**src/rtl/store_q_pkg.sv**
```systemverilog
// Shared types and constants for the posted-store write queue.
// Store type codes, drain FSM encoding and byte-enable patterns.
package store_q_pkg;

  localparam logic [1:0] ST_SW  = 2'd0;
  localparam logic [1:0] ST_SH  = 2'd1;
  localparam logic [1:0] ST_SB  = 2'd2;
  localparam logic [1:0] ST_RSV = 2'd3;

  localparam logic [3:0] BE_WORD = 4'b1111;
  localparam logic [3:0] BE_HI   = 4'b1100;
  localparam logic [3:0] BE_LO   = 4'b0011;

  typedef enum logic {
    S_IDLE = 1'b0,
    S_REQ  = 1'b1
  } drain_state_e;

endpackage

```
**src/rtl/store_lane_align.sv**
```systemverilog
// Converts a raw store (type, low address bits, source value) into
// byte enables and lane-placed write data, and flags misalignment.
module store_lane_align
  import store_q_pkg::*;
(
  input  logic [1:0]  st_type,
  input  logic [1:0]  addr_lo,
  input  logic [31:0] st_data,
  output logic [3:0]  byteen,
  output logic [31:0] wdata,
  output logic        misalign
);

  always_comb begin
    byteen   = 4'b0000;
    wdata    = 32'h0;
    misalign = 1'b0;
    case (st_type)
      ST_SW: begin
        byteen   = BE_WORD;
        wdata    = st_data;
        misalign = (addr_lo != 2'b00);
      end
      ST_SH: begin
        misalign = addr_lo[0];
        if (addr_lo[1]) begin
          byteen = BE_HI;
          wdata  = {st_data[15:0], 16'h0};
        end else begin
          byteen = BE_LO;
          wdata  = {16'h0, st_data[15:0]};
        end
      end
      ST_SB: begin
        byteen = 4'b0001 << addr_lo;
        wdata  = {24'h0, st_data[7:0]} << {addr_lo, 3'b000};
      end
      default: begin
        // Reserved type produces no write and no error.
        byteen   = 4'b0000;
        wdata    = 32'h0;
        misalign = 1'b0;
      end
    endcase
  end

endmodule

```
**src/rtl/store_write_queue.sv**
```systemverilog
// Posted-store queue between MEM stage and the data write port: buffers
// aligned stores, drains them in order over req/ack, and flags load hazards.
module store_write_queue
  import store_q_pkg::*;
#(
  parameter int DEPTH = 4,
  parameter int AW    = 32,
  localparam int CW   = $clog2(DEPTH + 1),
  localparam int PW   = $clog2(DEPTH)
) (
  input  logic          clk,
  input  logic          reset,
  input  logic          st_valid,
  input  logic [1:0]    st_type,
  input  logic [AW-1:0] st_addr,
  input  logic [31:0]   st_data,
  output logic          st_ready,
  output logic          st_misalign,
  input  logic          ld_valid,
  input  logic [AW-1:0] ld_addr,
  output logic          ld_hazard,
  output logic          bus_req,
  output logic [AW-1:0] bus_addr,
  output logic [3:0]    bus_byteen,
  output logic [31:0]   bus_wdata,
  input  logic          bus_ack,
  output logic          q_empty,
  output drain_state_e  dbg_state,
  output logic [CW-1:0] dbg_count
);

  // Handshakes: a store transfers on a rising edge where st_valid & st_ready
  // (producer holds the store while st_ready=0); a bus write transfers on an
  // edge where bus_req & bus_ack, and bus_* stay stable until that edge.

  localparam logic [CW-1:0] FULL = CW'(DEPTH);

  drain_state_e  state, state_next;
  logic [PW-1:0] head, tail;
  logic [CW-1:0] count, count_next;

  logic [AW-3:0] q_addr [DEPTH];
  logic [3:0]    q_be   [DEPTH];
  logic [31:0]   q_data [DEPTH];
  logic [DEPTH-1:0] q_vld;

  logic [3:0]  al_byteen;
  logic [31:0] al_wdata;
  logic        al_misalign;
  logic        push, pop, hit;

  store_lane_align u_align (
    .st_type  (st_type),
    .addr_lo  (st_addr[1:0]),
    .st_data  (st_data),
    .byteen   (al_byteen),
    .wdata    (al_wdata),
    .misalign (al_misalign)
  );

  assign st_ready = (count < FULL);
  assign push     = st_valid & st_ready & ~al_misalign & (st_type != ST_RSV);
  assign pop      = (state == S_REQ) & bus_ack;

  always_comb begin
    count_next = count;
    case ({push, pop})
      2'b10:   count_next = count + 1'b1;
      2'b01:   count_next = count - 1'b1;
      default: count_next = count;
    endcase
  end

  always_comb begin
    state_next = state;
    case (state)
      S_IDLE: if (count != '0) state_next = S_REQ;
      S_REQ:  if (pop && (count_next == '0)) state_next = S_IDLE;
      default: state_next = S_IDLE;
    endcase
  end

  always_ff @(posedge clk) begin
    if (reset) begin
      state       <= S_IDLE;
      head        <= '0;
      tail        <= '0;
      count       <= '0;
      q_vld       <= '0;
      st_misalign <= 1'b0;
    end else begin
      state       <= state_next;
      count       <= count_next;
      st_misalign <= st_valid & al_misalign;
      if (pop) begin
        head        <= head + 1'b1;
        q_vld[head] <= 1'b0;
      end
      // Push never lands on the head slot while it is still valid: no push when full.
      if (push) begin
        tail        <= tail + 1'b1;
        q_vld[tail] <= 1'b1;
      end
    end
  end

  always_ff @(posedge clk) begin
    if (push) begin
      q_addr[tail] <= st_addr[AW-1:2];
      q_be[tail]   <= al_byteen;
      q_data[tail] <= al_wdata;
    end
  end

  // Word-granular match against every pending entry, including the in-flight head.
  always_comb begin
    hit = 1'b0;
    for (int i = 0; i < DEPTH; i++) begin
      if (q_vld[i] && (q_addr[i] == ld_addr[AW-1:2])) hit = 1'b1;
    end
  end

  assign ld_hazard  = ld_valid & hit;
  assign bus_req    = (state == S_REQ);
  assign bus_addr   = bus_req ? {q_addr[head], 2'b00} : '0;
  assign bus_byteen = bus_req ? q_be[head] : 4'b0000;
  assign bus_wdata  = bus_req ? q_data[head] : 32'h0;
  assign q_empty    = (count == '0) & (state == S_IDLE);
  assign dbg_state  = state;
  assign dbg_count  = count;

endmodule

```
**config.mk**
```make
export PLATFORM = sky130hd
export DESIGN_NAME = store_write_queue
export DESIGN_NICKNAME = d
export VERILOG_FILES = /design/src/rtl/store_q_pkg.sv /design/src/rtl/store_lane_align.sv /design/src/rtl/store_write_queue.sv
export SDC_FILE = /design/constraint.sdc
export NUM_CORES = 1
export LEC_CHECK = 0
export ABC_AREA = 1
export BUFFER_PORTS_ARGS = -buffer_cell sky130_fd_sc_hd__buf_4
export CAP_MARGIN = 40
export CORE_AREA = 2 2 156 158
export CTS_CLUSTER_DIAMETER = 60
export DETAILED_ROUTE_END_ITERATION = 8
export DIE_AREA = 0 0 158 160
export PLACE_DENSITY = 0.79
export SLEW_MARGIN = 25
export SYNTH_ARGS = -nofsm -noshare
export SYNTH_HDL_FRONTEND = slang
export SYNTH_SLANG_ARGS = --single-unit
```
**constraint.sdc**
```tcl
create_clock -name clk -period 3.6 [get_ports clk]
set_input_delay 0.54 -clock clk [delete_from_list [all_inputs] [get_ports clk]]
set_output_delay 0.54 -clock clk [all_outputs]
set_load 0.02 [all_outputs]
```
Yosys cells after proc, flatten, opt, wreduce, memory -nomap -nowiden
Memories as Yosys holds them, arrays and structs flattened. A register that Yosys moved wholly into a read port is not among the register bits. Cells that the tools add are included.

Bits in registers: 13. Memory bits (writable): 264. Input bits: 103. Output and inout bits: 77. Logic and storage cells: 84. Memories kept: 3.

Add/subtract/negate cells: 4. Order comparisons: 5. Eq/ne operators: 9. Shifts and indexed selects: 2. Mux-type cells: 31. Bitwise logic cells: 12. Reduce and logical (&&, ||, !) cells: 12.

Memories: q_data (depth 4, bits a word 32, read ports 1, clocked after Yosys merged registers in 1, wr ports 1, line store_write_queue.sv:44) `logic [31:0] q_data [DEPTH];`; q_addr (depth 4, bits a word 30, read ports 5, clocked after Yosys merged registers in 1, wr ports 1, line store_write_queue.sv:42) `logic [AW-3:0] q_addr [DEPTH];`; q_be (depth 4, bits a word 4, read ports 1, clocked after Yosys merged registers in 1, wr ports 1, line store_write_queue.sv:43) `logic [3:0] q_be [DEPTH];`.

Operators with widths (count): $eq 30x30->1 (4); $mux 32 (3); $pmux 32 s3 (1); $shl 8x5->32 (1); $mux 4 (5); $mux 2 (6); $pmux 4 s3 (1); $mux 1 (10); $and 1x1->1 (7); $logic_and 1x1->1 (7); $logic_not 3->1 (2); $lt 2x3->1 const B (2); $pmux 3 s2 (1); $add 2x1->2 const B (2); $and 4x4->4 (1); $demux 1 s2 (2); $eq 2x1->1 const B (2); $eq 2x2->1 const B (2); $ge 2x1->1 const B (2); $not 4->4 (1); $or 4x4->4 (1); $pmux 1 s2 (2); $shl 1x2->4 const A (1); $add 3x1->3 const B (1); other kinds (7) (8).

Depth between registers and ports, before layout
Depth after elaboration: 11. Gate-level depth with buffers: 13. Depth with buffers taken out: 13.

Hierarchy
Synthesis repeated with hierarchy kept, for this count alone.

Cells, all modules: 1508. Area total of the unflattened synthesis: 13728.2 sq um.

Modules (own cells, without submodules): store_write_queue (instances 1, cells each 1346, area each 12992.5 sq um); store_lane_align (instances 1, cells each 162, area each 735.7 sq um).

Worst setup path after synthesis
Ideal clock, no wire load.

Path kind: input-to-reg. Start point: input port st_addr[1]. End point: memory q_addr[0][0] (netlist name) (enable). Data arrival time: 2510 ps. Data required time: 3180 ps. Path slack: 670 ps. Cell stages on the path: 8. Buffers on the path: 1. Path through: buf_4 -> inv_1 -> o22ai_1 -> inv_2 -> nand4_4 -> inv_2 -> nand2_1 -> inv_1.

Longest elaborated chain between the ends: 7.

Ends and longest elaborated chain: start: declaration (line store_write_queue.sv:15) `input logic [AW-1:0] st_addr,`; $reduce_bool 2->1 (line store_lane_align.sv:22) `misalign = (addr_lo != 2'b00);`; $pmux 1 s2 (line store_lane_align.sv:18) `case (st_type)`; $not 1->1 (line store_write_queue.sv:62) `assign push = st_valid & st_ready & ~al_misalign & (st_type != ST_RSV);`; $and 1x1->1 (2 in a row) (line store_write_queue.sv:62); $mux 1 (line store_write_queue.sv:108) `if (push) begin`; $mux 1 (not written as such) (line store_write_queue.sv:109) `q_addr[tail] <= st_addr[AW-1:2];`; end: declaration (line store_write_queue.sv:42).

No other way between the ends.

==> reports/qor.yml <==
detailed_routing:
  via_per_inst: 5.50
  m1WireLength_mm: 14.1
  num_vias: 10600
  top_layer: "met5"
  ant_nets: 0
  dr_wl_met2_mm: 17.6
  initialDrtViolationCount: 1069
  route.detailed.drc: 0
  routed_wl_mm: 36.3
  wl_met3_mm: 3.26
  wire_per_inst_um: 18.8
  first_pass_iters: 5
power:
  p_leak_nw: 6.60
  ir_drop_mv: 0.440
  power_density_nw_per_um2: 576
  finalPower_mw: 9.30
synthesis:
  yosys_warnings: 0
  synth.area.top_cells: "edfxtp_1 (59%), nand2_1 (8.1%), nor2_1 (6.2%)"
  ys_seq_area_share_pct: 61.1
  synth.top_cell.area_share_pct: 58.9
  synth_cell_types: 37
  synth_area_leader_cell: "edfxtp_1"
  syn_area_per_cell_um2: 9.46
  async_reset_ff_share_pct: 0
  syn_area_um2: 13500
  synth_flop_cell: "edfxtp_1"
  synth_commonest_cells: "nand2_1 (289), edfxtp_1 (264), nor2_1 (223), inv_1 (168), o21ai_0 (154)"
  synthMostInstantiatedCell: "nand2_1"
  synthCells: 1423
  synth-edff-count: 264
  ys_seq_elements: 279
timing:
  holdWs_ns: 0.188
  worst_pin_slew_ns: 0.688
  hold_violations: 0
  drv_slew: 0
  max_freq_mhz: 354
  timing.setup.tns_ns: 0
  setup_viol: 0
  min_period_ns: 2.83
  max-slew-margin-rel_pct: 53.7
  rsz0062_at_grt: "no"
  fin_skew_ns: 0.0226
  fin_crit_sh_pct: 78.5
status:
  status: "finished, final reports clean"
setup_path:
  crit_type: "flip-flop to output pin"
  cp_cell_sequence: "buf_12 > nor2_1 > nor2_1 > o21ai_0 > a21oi_1 > buf_4"
  crit_path_start_kind: "flip-flop"
  crit_path_end_kind: "output pin"
  critPathTopFamily: "buffers and inverters"
  critPathMaxFanout: 133
  cp.required_ns: 3.06
  cp.buffers_inverters: 2
  path_common_cell: "nor2_1"
  slowest_stage: "buf_12"
  slowest_delay_ns: 0.45
  cp.arrival_ns: 2.29
placement:
  gp_congestion: 0.986
  dpl.hpwl_mm: 24.6
  port_buffers: 175
die:
  core_area_um2: 23800
  fp.dieW_um: 158
  initial_core_util_pct: 56.5
  rows: 57
  dieHeight_um: 160
  dieArea_um2: 25300
  ioPinCount: 180
cts:
  cts_root_buffer: "clkbuf_16"
  cts_hold_buf: 0
  cts_made_buffers: 28
  cts_buffer_depth: 3
  cts_max_level: 1
  cts_resized: 0
  insertion_delay_ns: 0.55
  post-cts-setup-buffers: 0
  clock_sinks: 279
  cts_tree: "yes"
  cts.reportedPaths.clkPinSlew_ns: 0.07
hold_path:
  worstHoldPathType: "input port to flip-flop"
global_routing:
  first_global_vias: 10300
  grt_max_degree: 134
  grt.overflow.total: 0
  antenna_found_initial: 1
  grt_pass1_wl_mm: 55.1
  grt_use_total_pct: 28.5
finish:
  drive_gt1_share_pct: 16.3
  areaGrowthSynthToFinish_pct: 20.0
  n_fill_cell: 1789
  fin_nets: 1697
  multiInputGateArea_um2: 4290
  seqCellArea_um2: 8230
  diodes: 0
run:
  max_cap_viol_count: 0
[path summary, 6_finish.rpt]
| kind | startpoint | endpoint | slack [ns] | cells after the start |
|---|---|---|---|---|
| max reg2reg | bus_req | bus_req | 1.42 | 10 |
| max | flip-flop | bus_addr[14] | 0.77 | 6 |
| min reg2reg | q_vld[3] | q_vld[3] | 0.49 | 2 |
| min | st_addr[7] | q_addr[3][5] | 0.19 | 1 |
[registers in the layout, indices dropped and copies added, names as in the netlist, named ones only]
signal	flops
head	2
dbg_count	3
q_vld	4
q_be	16
q_data	128
tail	2
q_addr	120
bus_req	1
st_misalign	1
[power breakdown]
group          switching [mW]  internal [mW]  total, mW
clock network            1.23           1.86       3.09
logic                    1.60          0.829       2.43
registers              0.0699           3.71       3.78
total                    2.91           6.40       9.30
[cell usage in the layout (no fill, tap or decap), types with 3 or more instances in the layout]
master,instances
buf_4,182
o21ai_0,154
clkinvlp_4,6
clkbuf_16,29
xor2_1,5
edfxtp_1,264
ha_1,9
a22oi_1,7
nand2_1,289
xnor2_1,39
buf_12,9
o31ai_1,6
a21boi_0,4
inv_1,163
a21oi_1,120
inv_2,10
o211ai_1,4
nor2_1,223
nand4_1,14
dfxtp_1,13
clkbuf_1,3
clkinv_2,7
nor3_1,3
nand3_1,13
bufinv_16,5
[routing by layer]
layer | global-route usage [%] | vias to the layer above
met5 | 0 | -
met4 | 11.2 | 2
met3 | 4.78 | 87
met2 | 47.8 | 545
met1 | 37.2 | 4950
li1 | - | 5039
[area by class of cell]
type / count / share of cell area [%]
Sequential cell: 279 / 51.0
Multi-Input combinational cell: 908 / 26.5
Timing Repair Buffer: 192 / 9.75
Clock buffer: 33 / 4.65
Inverter: 175 / 4.08
Tap cell: 324 / 2.51
Clock inverter: 19 / 1.50
[kinds of logic after synthesis]
kind of cell    synth area share, %
simple gates                   16.1
compound gates                 11.9
flops                          61.1
buf+inv                        7.08
xor+xnor                       2.86
fa+ha+maj                     0.985
other cells                  0.0279
[worst register-to-register path, cell delays in order, from the launching register on]
cell and delay (ns):
dfxtp_1 0.41, nand2_1 0.17, inv_1 0.21, ha_1 0.21, inv_1 0.08, fa_1 0.38, a21oi_1 0.14, o21ai_0 0.10
xor2_1 0.17, o21ai_0 0.16, nor2_1 0.06
[metrics by stage]
stage	worst slack, ns	utilization (%)	instances	area, µm²
floorplan	0.670	-	1424	13500
global placement	0.727	63.4	1876	15100
detailed placement	0.714	63.6	1878	15200
CTS	0.791	67.8	1930	16100
global route	0.656	67.8	1930	16100
finish	0.774	67.8	1930	16100
Note: power is estimated with default switching activity, not from simulation.
